File: src/rtl/dbus_pkg.sv
// -----------------------------------------------------------------------------
// dbus_pkg
// Shared definitions for the data-side bus bridge:
//   - FSM state encoding (IDLE, ADDR, DATA, DONE, DRAIN, DRAIN_ADDR)
//   - access size codes (SZ_BYTE, SZ_HALF, SZ_WORD)
//   - store-data lane replication helper
// Optional feature macro used by the bridge: DBUS_LOADEXT_EN.
// -----------------------------------------------------------------------------
package dbus_pkg;

    typedef logic [2:0] dbus_state_t;

    localparam dbus_state_t ST_IDLE       = 3'd0;
    localparam dbus_state_t ST_ADDR       = 3'd1;
    localparam dbus_state_t ST_DATA       = 3'd2;
    localparam dbus_state_t ST_DONE       = 3'd3;
    localparam dbus_state_t ST_DRAIN      = 3'd4;
    // DRAIN sub-mode: the request was flushed before the slave accepted it,
    // so bus_req must stay up until addr_ok, then the response is drained.
    localparam dbus_state_t ST_DRAIN_ADDR = 3'd5;

    localparam logic [1:0] SZ_BYTE = 2'd0;
    localparam logic [1:0] SZ_HALF = 2'd1;
    localparam logic [1:0] SZ_WORD = 2'd2;

    // Replicate right-aligned store data across all byte lanes so the slave
    // can pick the lane selected by the low address bits.
    function automatic logic [31:0] replicate_wdata(input logic [1:0]  size,
                                                    input logic [31:0] wdata);
        logic [31:0] v;
        case (size)
            SZ_BYTE: v = {4{wdata[7:0]}};
            SZ_HALF: v = {2{wdata[15:0]}};
            default: v = wdata;
        endcase
        return v;
    endfunction

endpackage

File: src/rtl/dbus_loadext.sv
// -----------------------------------------------------------------------------
// dbus_loadext
// Combinational load-data extraction: shifts the raw bus word right by the
// byte offset, truncates to the access size and sign- or zero-extends.
// Only instantiated when DBUS_LOADEXT_EN is defined.
// Ports:
//   i_rdata  [31:0] raw bus read word
//   i_offset [1:0]  byte offset (address bits [1:0])
//   i_size   [1:0]  access size (SZ_BYTE / SZ_HALF / SZ_WORD)
//   i_sign          1 = sign-extend, 0 = zero-extend
//   o_data   [31:0] extracted, extended load result
// -----------------------------------------------------------------------------
module dbus_loadext
    import dbus_pkg::*;
(
    input  logic [31:0] i_rdata,
    input  logic [1:0]  i_offset,
    input  logic [1:0]  i_size,
    input  logic        i_sign,
    output logic [31:0] o_data
);

    logic [31:0] w_shifted;

    // Shift the addressed lane down to bit 0, then truncate and extend.
    always_comb begin
        w_shifted = i_rdata >> {i_offset, 3'b000};
        case (i_size)
            SZ_BYTE: o_data = {{24{i_sign & w_shifted[7]}},  w_shifted[7:0]};
            SZ_HALF: o_data = {{16{i_sign & w_shifted[15]}}, w_shifted[15:0]};
            default: o_data = w_shifted;
        endcase
    end

endmodule

File: src/rtl/dbus_bridge.sv
// -----------------------------------------------------------------------------
// dbus_bridge
// Data-side bus master for the memory stage. Turns one load/store into a
// single transaction on an SRAM-style req/addr_ok/data_ok bus, stalls the
// pipeline until it completes and survives flushes with the transaction
// still in flight (a presented request is never withdrawn, an accepted
// request always has its response drained).
//
// Optional feature: DBUS_LOADEXT_EN -- when defined, mem_rdata is the
// shifted/truncated/extended load value; otherwise the raw bus word.
//
// Ports:
//   clk, rst            clock, asynchronous active-high reset
//   mem_en/wr/size/sign memory-stage access request (sampled in IDLE only)
//   mem_addr, mem_wdata access address and right-aligned store data
//   flush               abandon the current access
//   dbus_stall          stall request to the hazard controller
//   mem_rdata           load result, valid in the DONE cycle
//   bus_req/wr/size/addr/wdata  registered bus request outputs
//   bus_addr_ok         slave accepted the request
//   bus_data_ok         response present
//   bus_rdata           slave read data
// -----------------------------------------------------------------------------
module dbus_bridge
    import dbus_pkg::*;
#(
    parameter int ADDR_W = 32,
    parameter int DATA_W = 32
) (
    input  logic              clk,
    input  logic              rst,
    input  logic              mem_en,
    input  logic              mem_wr,
    input  logic [1:0]        mem_size,
    input  logic              mem_sign,
    input  logic [ADDR_W-1:0] mem_addr,
    input  logic [DATA_W-1:0] mem_wdata,
    input  logic              flush,
    output logic              dbus_stall,
    output logic [DATA_W-1:0] mem_rdata,
    output logic              bus_req,
    output logic              bus_wr,
    output logic [1:0]        bus_size,
    output logic [ADDR_W-1:0] bus_addr,
    output logic [DATA_W-1:0] bus_wdata,
    input  logic              bus_addr_ok,
    input  logic              bus_data_ok,
    input  logic [DATA_W-1:0] bus_rdata
);

    dbus_state_t       r_state;
    dbus_state_t       w_state_nxt;
    logic              w_capture;
    logic              w_accept;
    logic              r_bus_req;
    logic              r_bus_wr;
    logic [1:0]        r_bus_size;
    logic [ADDR_W-1:0] r_bus_addr;
    logic [DATA_W-1:0] r_bus_wdata;
    logic [DATA_W-1:0] r_mem_rdata;
    logic [DATA_W-1:0] w_load_data;

    assign w_accept = (r_state == ST_IDLE) && mem_en && !flush;

    // Next-state logic; w_capture marks the cycle whose response is kept.
    always_comb begin
        w_state_nxt = r_state;
        w_capture   = 1'b0;
        case (r_state)
            ST_IDLE: begin
                if (w_accept) begin
                    w_state_nxt = ST_ADDR;
                end else begin
                    w_state_nxt = ST_IDLE;
                end
            end
            ST_ADDR: begin
                if (bus_addr_ok) begin
                    if (flush) begin
                        // Accepted but flushed: drop the response if it is
                        // already here, otherwise wait for it.
                        if (bus_data_ok) begin
                            w_state_nxt = ST_IDLE;
                        end else begin
                            w_state_nxt = ST_DRAIN;
                        end
                    end else if (bus_data_ok) begin
                        w_state_nxt = ST_DONE;
                        w_capture   = 1'b1;
                    end else begin
                        w_state_nxt = ST_DATA;
                    end
                end else if (flush) begin
                    w_state_nxt = ST_DRAIN_ADDR;
                end else begin
                    w_state_nxt = ST_ADDR;
                end
            end
            ST_DATA: begin
                if (bus_data_ok) begin
                    if (flush) begin
                        w_state_nxt = ST_IDLE;
                    end else begin
                        w_state_nxt = ST_DONE;
                        w_capture   = 1'b1;
                    end
                end else if (flush) begin
                    w_state_nxt = ST_DRAIN;
                end else begin
                    w_state_nxt = ST_DATA;
                end
            end
            ST_DONE: begin
                w_state_nxt = ST_IDLE;
            end
            ST_DRAIN: begin
                if (bus_data_ok) begin
                    w_state_nxt = ST_IDLE;
                end else begin
                    w_state_nxt = ST_DRAIN;
                end
            end
            ST_DRAIN_ADDR: begin
                if (bus_addr_ok) begin
                    if (bus_data_ok) begin
                        w_state_nxt = ST_IDLE;
                    end else begin
                        w_state_nxt = ST_DRAIN;
                    end
                end else begin
                    w_state_nxt = ST_DRAIN_ADDR;
                end
            end
            default: begin
                w_state_nxt = ST_IDLE;
            end
        endcase
    end

    // State register.
    always_ff @(posedge clk or posedge rst) begin
        if (rst) begin
            r_state <= ST_IDLE;
        end else begin
            r_state <= w_state_nxt;
        end
    end

    // bus_req follows the next state so it falls the cycle after addr_ok.
    always_ff @(posedge clk or posedge rst) begin
        if (rst) begin
            r_bus_req <= 1'b0;
        end else begin
            r_bus_req <= (w_state_nxt == ST_ADDR) || (w_state_nxt == ST_DRAIN_ADDR);
        end
    end

    // Bus request fields are loaded once, when IDLE accepts an access.
    always_ff @(posedge clk or posedge rst) begin
        if (rst) begin
            r_bus_wr    <= 1'b0;
            r_bus_size  <= 2'd0;
            r_bus_addr  <= '0;
            r_bus_wdata <= '0;
        end else if (w_accept) begin
            r_bus_wr    <= mem_wr;
            r_bus_size  <= mem_size;
            r_bus_addr  <= mem_addr;
            r_bus_wdata <= replicate_wdata(mem_size, mem_wdata);
        end
    end

`ifdef DBUS_LOADEXT_EN
    logic r_sign;

    // Sign-extension request travels with the rest of the access.
    always_ff @(posedge clk or posedge rst) begin
        if (rst) begin
            r_sign <= 1'b0;
        end else if (w_accept) begin
            r_sign <= mem_sign;
        end
    end

    dbus_loadext u_loadext (
        .i_rdata  (bus_rdata),
        .i_offset (r_bus_addr[1:0]),
        .i_size   (r_bus_size),
        .i_sign   (r_sign),
        .o_data   (w_load_data)
    );
`else
    // Raw word is returned; lane extraction happens in writeback.
    logic w_unused_sign;
    assign w_unused_sign = mem_sign;
    assign w_load_data   = bus_rdata;
`endif

    // Load result register, updated only by a response that is not flushed.
    always_ff @(posedge clk or posedge rst) begin
        if (rst) begin
            r_mem_rdata <= '0;
        end else if (w_capture) begin
            r_mem_rdata <= w_load_data;
        end
    end

    assign dbus_stall = mem_en && (r_state != ST_DONE);
    assign mem_rdata  = r_mem_rdata;
    assign bus_req    = r_bus_req;
    assign bus_wr     = r_bus_wr;
    assign bus_size   = r_bus_size;
    assign bus_addr   = r_bus_addr;
    assign bus_wdata  = r_bus_wdata;

endmodule
File: config.mk
export PLATFORM = sky130hd
export DESIGN_NAME = dbus_bridge
export DESIGN_NICKNAME = d
export VERILOG_FILES = /design/src/rtl/dbus_pkg.sv /design/src/rtl/dbus_loadext.sv /design/src/rtl/dbus_bridge.sv
export SDC_FILE = /design/constraint.sdc
export NUM_CORES = 1
export LEC_CHECK = 0
export CAP_MARGIN = 20
export CORE_ASPECT_RATIO = 1.4
export CORE_MARGIN = 5
export CORE_UTILIZATION = 44
export CTS_BUF_LIST = sky130_fd_sc_hd__clkbuf_16
export DETAILED_ROUTE_END_ITERATION = 10
export HOLD_SLACK_MARGIN = 0.12
export MAX_ROUTING_LAYER = met4
export PLACE_DENSITY_LB_ADDON = 0.25
export RECOVER_POWER = 25
export SYNTH_ARGS = -nofsm -noshare
export SYNTH_HDL_FRONTEND = slang
export SYNTH_SLANG_ARGS = --single-unit
export TNS_END_PERCENT = 1
File: constraint.sdc
create_clock -name clk -period 6 [get_ports clk]
set_clock_uncertainty 0.2 [all_clocks]
set_input_delay 1.8 -clock clk [delete_from_list [all_inputs] [get_ports clk]]
set_output_delay 1.8 -clock clk [all_outputs]
set_load 0.005 [all_outputs]
== After elaboration in Yosys (flattened, before gate mapping) ==
Cells that the tools add are included.

* Bits in registers: 103
* Bits of input ports: 106
* Output and inout port bits: 101
* Logic and storage cells: 40

* Equality and inequality tests: 8
* Multiplexer cells: 18
* Reduce and logical (&&, ||, !) cells: 7

{| class="wikitable"
|+ Operator list
! cell !! count
|-
| one-hot mux 32 bit (2 select lines) || 1
|-
| two-way mux 3 bit || 7
|-
| one-hot mux 3 bit (5 select lines) || 1
|-
| == test 3 bit, second input constant || 3
|-
| two-way mux 1 bit || 7
|-
| == test 3 x 1 -> 1 bit, second input constant || 2
|-
| == test 3 x 2 -> 1 bit, second input constant || 1
|-
| logical AND 1 bit || 3
|-
| zero test 3 bit || 1
|-
| inequality test 3 x 2 -> 1 bit, second input constant || 1
|-
| == test 2 x 1 -> 1 bit, second input constant || 1
|-
| zero test 2 bit || 1
|-
| two-way mux 2 bit || 1
|-
| one-hot mux 1 bit (2 select lines) || 1
|-
| zero test 1 bit || 1
|-
| logical OR 1 bit || 1
|}

== Longest topological paths before layout ==
Gate-level depths: netlist of run 1.

* Depth in word-level cells: 7
* Depth in mapped cells: 7

== Worst setup path after synthesis of run 1 ==
OpenSTA, ideal clock, no wires.

* Path kind: input -> output
* From: in mem_en
* To: out dbus_stall
* Arrival time: 1.995 ns
* Data required time: 4.000 ns
* Path slack: 2.005 ns
* Cell stages on the path: 1
* Buffers on the path: 0
* Path through: a21boi_0

* Longest elaborated chain between the ends: 1

{| class="wikitable"
|+ RTL lines
! item !! RTL line !! RTL
|-
| start: declaration || dbus_bridge.sv:32 || <nowiki>input logic mem_en,</nowiki>
|-
| logical AND 1 bit || dbus_bridge.sv:208 || <nowiki>assign dbus_stall = mem_en && (r_state != ST_DONE);</nowiki>
|-
| end: declaration || dbus_bridge.sv:39 || <nowiki>output logic dbus_stall,</nowiki>
|}

No other way between the ends.

== Worst setup path in the final report of run 1 ==
Ends and elaborated chain as after synthesis.

==> key figures, run 1 <==
Synth
  • Gate Count Post-Synth: 298
  • Synthesized area: 4280 µm²
  • Average cell area after synthesis: 14.4 µm²
  • Primary FF master, synth: dfrtp_1
  • Leading cell types by total area after synthesis: dfrtp_1 (60%), mux2_2 (22%), mux2i_1 (5.6%), a21oi_1 (3.9%), buf_4 (1.1%)
  • Most numerous cell types in the synthesized netlist: dfrtp_1 (103), mux2_2 (82), a21oi_1 (33)
  • Cell taking the most area after synthesis: dfrtp_1
  • Warnings from Yosys: 0
  • Number of storage elements in the synthesis netlist: 103
  • Most common cell in the synthesized netlist: dfrtp_1
  • Share of synthesized area occupied by flip-flops and latches: 0.603
  • Number of synthesized flops with an enable pin: 0
  • Mapped Nets: 404
  • Top cell type's share of synthesized area: 0.603
  • Asr flop ratio synth: 1.00
  • Synth cell types: 26

Setup path
  • Critical path startpoint category: input port
  • CP required: 4000 ps
  • Critical Path End Type: primary output
  • Critical path class: input port to primary output
  • Critical Path AT: 3020 ps
  • CP max FO: 2
  • Worst setup slack for register-to-register paths: 2780 ps

Clocking
  • Clock Root Buffer: clkbuf_16
  • Maximum buffer depth of the clock tree: 2
  • Resized Gates After CTS: 0
  • CTS tree: yes
  • Number of levels in the clock H-tree: 3
  • Sinks on the clock net: 103
  • Clock transition at the register clock pins on the worst setup and hold paths after CTS: 60 ps
  • Setup fix buffers added after clock tree synthesis: 0
  • Number of hold buffers added after CTS: 0
  • Cts bufs inserted: 9
  • Clock latency on the worst-skew pair: 330 ps

Placed design
  • Count of buffers inserted at the top-level ports: 205
  • Final weighted congestion of routability-driven global placement: 0.766
  • Number of instances in the placed design: 623
  • Placed wire-length estimate: 8560 µm
  • Post-Place Worst Slack: 984 ps

Drt
  • Top Layer Used: met4
  • Number of remaining DRC errors: 0
  • Overall routed net length: 11600 µm
  • Routed WL per cell: 18.2 µm
  • Via count: 3141
  • Met1 Routed Length: 4350 µm
  • Via density per instance: 4.92
  • Routed length on met2: 6220 µm
  • Antenna-violating nets left: 0
  • Met3 layer wire length in the routed design: 638 µm
  • First drt pass iteration count: 4
  • DRC marker count from the first detailed-route iteration: 84

Floorplan
  • Die Height: 127 µm
  • Initial cell density of the core: 0.450
  • DIE WIDTH: 93.3 µm
  • Core Rows: 42
  • Placeable core region: 9510 µm²
  • Num ports: 207
  • Total Die Area: 11800 µm²

STA
  • Headroom to the max-slew limit: -0.847
  • Max-slew violation total from the final report: 75
  • Final Hold Fails: 0
  • RSZ-0062 raised after global routing: false
  • Accumulated negative setup slack: 0 ps
  • Fmax: 199 MHz
  • Actual transition at the worst max-transition pin: 2770 ps
  • Post-route clock period utilization: 0.836
  • Fin crit period: 5020 ps
  • Final setup slack of the worst path: 983 ps
  • Setup violations, final: 0

Global route
  • Antenna violations before repair: 0
  • Largest net degree at the start of global routing: 75
  • Wire length of the first global-routing pass: 18300 µm
  • Vias in the first global route: 3488
  • Leftover overflow at the end of global routing: 0
  • Global Route Usage Sum: 0.206

Cells and area
  • Number of antenna diodes: 0
  • Utilization of the core after routing: 0.703
  • Synthesis-to-finish area growth: 56.5%
  • Fraction of final layout cells with drive strength greater than 1: 0.203
  • Layout Cells excl Fill: 639
  • Final-stage net count: 608

Run
  • Number of max-cap violations: 1

Power and ir drop
  • Static leakage power: 0.00278 µW
  • Post-route total power: 3110 µW
  • Highest ir drop seen on vdd: 258 µV
  • P per Cell Area: 464 nW/µm²

Status
  • Outcome: complete, but fails checks
  • Failing checks: capacitance limit, slew limit

Min path
  • Path type of the worst min-delay path: register to register
==> cells by family (layout without fill, tap and decap cells) <==
group                  count (synthesis)  after routing  share of synthesized area
AO/OA/AOI/OAI                         48             48                     0.0661
AND/OR/NAND/NOR                       18             18                     0.0231
multiplexers                         107            107                      0.275
buffers and inverters                 21            230                     0.0313
flip-flops                           103            103                      0.603
XOR/XNOR                               1              1                    0.00205
==> routing by layer <==
metal  track usage  up-vias
met5             -        -
met4         0.110        0
met3        0.0421       28
met2         0.349      119
met1         0.226     1527
li1              -     1467
==> report_power, final <==
part | switching [µW] | total [µW] | internal [µW]
Clock | 242 | 558 | 317
Sequential | 182 | 1220 | 1040
Combinational | 423 | 1330 | 907
==> sequential cells by signal, summed over array words and instances, names as in the netlist <==
signal,flops
bus_addr,32
bus_req,1
bus_size,2
bus_wdata,32
bus_wr,1
mem_rdata,32
r_state,3
==> area by class of cell <==
class,instances,area (µm²)
fill,703,2820
sequential,103,2580
timing repair buffer,211,2090
multi-input combinational,174,1570
clock buffer,9,225
tap,132,165
clock inverter,7,56.3
inverter,3,11.3
==> final timing paths <==
| path | startpoint | endpoint | cells after the start |
|---|---|---|---|
| worst max register to register | r_state[0] | bus_addr[14] | 5 |
| worst min-delay path | bus_size[1] | bus_size[1] | 1 |
| worst min register to register | bus_size[1] | bus_size[1] | 1 |
| max in group asynchronous | rst | bus_wdata[13] | 2 |
| worst max-delay path | mem_en | dbus_stall | 3 |
| min in group asynchronous | rst | mem_rdata[26] | 2 |
==> stage by stage <==
stage                     hold slack, ps  cell area, µm²
final                                302            6690
after CTS                            307            6700
after global placement               269            6420
after floorplan                      283            4280
after global routing                 314            6690
after detailed placement             283            6420
==> cell usage in the layout, fill, tap and decap left out, drive strengths merged, types with 2 or more instances in the layout <==
| cell | netlist | layout |
|---|---|---|
| nor2 | 2 | 2 |
| nand2 | 10 | 10 |
| buf | 12 | 4 |
| a2111oi | 2 | 2 |
| clkinv | 0 | 4 |
| inv | 3 | 5 |
| clkbuf | 6 | 11 |
| mux2i | 24 | 24 |
| clkdlybuf4s50 | 0 | 203 |
| mux2 | 83 | 83 |
| a21boi | 2 | 2 |
| o21ai | 8 | 8 |
| dlygate4sd3 | 0 | 2 |
| a21oi | 33 | 33 |
| dfrtp | 103 | 103 |
==> critical path, cell delays in order <==
cell	delay [ps]
clkdlybuf4s50_1	470
a21boi_0	190
clkdlybuf4s50_1	560
Power figures use the tool's default switching activity.
==> inputs of run 2 (changes only) <==
--- a/config.mk
+++ b/config.mk
@@ -8,7 +8,7 @@
 export CAP_MARGIN = 20
 export CORE_ASPECT_RATIO = 1.4
 export CORE_MARGIN = 5
-export CORE_UTILIZATION = 44
+export CORE_UTILIZATION = 41
 export CTS_BUF_LIST = sky130_fd_sc_hd__clkbuf_16
 export DETAILED_ROUTE_END_ITERATION = 10
 export HOLD_SLACK_MARGIN = 0.12
==> constraint.sdc (replaced) <==
create_clock -name clk -period 4.7 [get_ports clk]
set_clock_uncertainty 0.2 [all_clocks]
set_input_delay 1.41 -clock clk [delete_from_list [all_inputs] [get_ports clk]]
set_output_delay 1.41 -clock clk [all_outputs]
set_load 0.005 [all_outputs]
==> key figures, run 2 (synthesis results as in run 1) <==
Cells and area
  • Most frequent cells in the layout: clkdlybuf4s50_1 (203), dfrtp_1 (103), mux2_2 (82)
  • Area of the multi-input gates: 1570 µm²
  • Final-stage net count: 609
  • Layout Cells excl Fill: 647
  • Commonest non-fill, non-tap cell in the layout: clkdlybuf4s50_1
  • Utilization of the core after routing: 0.660
  • Post-route cell area: 6790 µm²
  • Number of inserted filler cells in the final layout: 814
  • Sequential Area: 2580 µm²
  • Synthesis-to-finish area growth: 58.8%
  • Fraction of final layout cells with drive strength greater than 1: 0.215

Setup path
  • Critical Path AT: 2600 ps
  • Crit-path most repeated cell: clkdlybuf4s50_1
  • CP required: 3090 ps
  • Cell type group with the largest total delay on the critical path: buffers and inverters
  • List of cells traversed by the critical path: clkdlybuf4s50_1 -> a21boi_0 -> clkdlybuf4s50_1
  • CP max FO: 2
  • Largest stage delay on the critical path: 550 ps
  • Critical path class: input port to primary output
  • Critical Path End Type: primary output
  • Critical path startpoint category: input port
  • Slowest stage cell on the critical path: clkdlybuf4s50_1
  • Crit path buffers/inverters: 2

Power and ir drop
  • Static leakage power: 0.00281 µW
  • P per Cell Area: 604 nW/µm²
  • Highest ir drop seen on vdd: 315 µV
  • Internal power: 3010 µW
  • Sequential power share: 0.380
  • Switching power: 1090 µW
  • Power share of the combinational group: 0.413
  • Sw frac: 0.266
  • Part of the total power dissipated in the clock network: 0.207

Global route
  • Leftover overflow at the end of global routing: 0
  • Global Route Usage Sum: 0.191
  • Wire length of the first global-routing pass: 17600 µm
  • Largest net degree at the start of global routing: 54
  • Vias in the first global route: 3475
  • Antenna violations before repair: 1

Clocking
  • Maximum buffer depth of the clock tree: 2
  • CTS tree: yes
  • Clock Root Buffer: clkbuf_16
  • Clock transition at the register clock pins on the worst setup and hold paths after CTS: 70 ps
  • Resized Gates After CTS: 0
  • Number of hold buffers added after CTS: 0
  • Cts bufs inserted: 9
  • Clock latency on the worst-skew pair: 340 ps
  • Sinks on the clock net: 103
  • Setup fix buffers added after clock tree synthesis: 0
  • Number of levels in the clock H-tree: 3

Drt
  • Via density per instance: 4.93
  • Via count: 3188
  • DRC marker count from the first detailed-route iteration: 111
  • First drt pass iteration count: 4
  • Antenna-violating nets left: 0
  • Number of remaining DRC errors: 0
  • Overall routed net length: 11400 µm
  • Routed WL per cell: 17.7 µm

Placed design
  • Number of instances in the placed design: 630
  • Placed wire-length estimate: 8580 µm
  • Final weighted congestion of routability-driven global placement: 0.766
  • Instance area at placement: 6460 µm²
  • Post-Place Worst Slack: 491 ps
  • Count of buffers inserted at the top-level ports: 205

STA
  • Fin crit period: 4210 ps
  • Fmax: 237 MHz
  • Headroom to the max-slew limit: -0.449
  • Final Hold Fails: 0
  • Accumulated negative setup slack: 0 ps
  • Post-route clock period utilization: 0.896
  • RSZ-0062 raised after global routing: false
  • Final setup slack of the worst path: 488 ps
  • Max-slew violation total from the final report: 52
  • Setup violations, final: 0
  • Actual transition at the worst max-transition pin: 2160 ps

Status
  • Failing checks: capacitance limit, slew limit
  • Outcome: complete, but fails checks

Floorplan
  • Total Die Area: 12600 µm²
  • Core Rows: 44
  • Die Height: 131 µm
  • Placeable core region: 10300 µm²
  • DIE WIDTH: 96.3 µm
  • Initial cell density of the core: 0.415
  • Num ports: 207

Min path
  • Path type of the worst min-delay path: register to register

Run
  • Number of max-cap violations: 1
==> run 2: layer usage <==
metal | GRT usage | up-vias | part of all wire
met2 | 0.334 | 128 | 0.54
met4 | 0.0900 | 0 | 0.021
met1 | 0.209 | 1572 | 0.37
met5 | - | - | 0
li1 | - | 1473 | -
met3 | 0.0309 | 15 | 0.066
==> run 2: path summary, 6_finish.rpt <==
path                          startpoint            end  slack (ps)  depth (start not counted)
max reg2reg                   r_state[0]    bus_addr[3]        2230                          5
min in group asynchronous            rst   mem_rdata[2]        1890                          2
max                               mem_en     dbus_stall         490                          3
min                        mem_rdata[10]  mem_rdata[10]         290                          1
max in group asynchronous            rst   bus_addr[11]         770                          3
min reg2reg                mem_rdata[10]  mem_rdata[10]         290                          1
==> run 2: layout make-up <==
| class | count | area share |
|---|---|---|
| inverter | 3 | 0.00184 |
| clock inverter | 7 | 0.0177 |
| clock buffer | 9 | 0.0332 |
| tap | 138 | 0.0254 |
| timing repair buffer | 212 | 0.311 |
| multi-input combinational | 174 | 0.231 |
| antenna | 1 | 0.000369 |
| sequential | 103 | 0.380 |
==> run 2: power groups by stage <==
| stage | clock network (µW) | registers, µW | logic (µW) |
|---|---|---|---|
| 2_1_floorplan | 0 | 1590 | 588 |
| 3_3_place_gp | 0 | 1550 | 1700 |
| 3_5_place_dp | 0 | 1580 | 1730 |
| 4_1_cts | 873 | 1570 | 1740 |
| 5_1_grt | 909 | 1630 | 1830 |
| 6_report | 849 | 1560 | 1690 |
==> run 2: stage by stage <==
| stage | hold slack [ps] | total power [µW] |
|---|---|---|
| 6_report | 290 | 4100 |
| 5_1_grt | 316 | 4370 |
| 4_1_cts | 298 | 4180 |
| 3_5_place_dp | 287 | 3310 |
| 3_3_place_gp | 271 | 3240 |
| 2_1_floorplan | 283 | 2180 |
==> run 2: worst reg2reg max path: stages, from the launching register on <==
cell and delay [ps]:
dfrtp_1 470, nor3b_4 210, buf_4 250, and2_2 510, buf_12 310, mux2_2 390
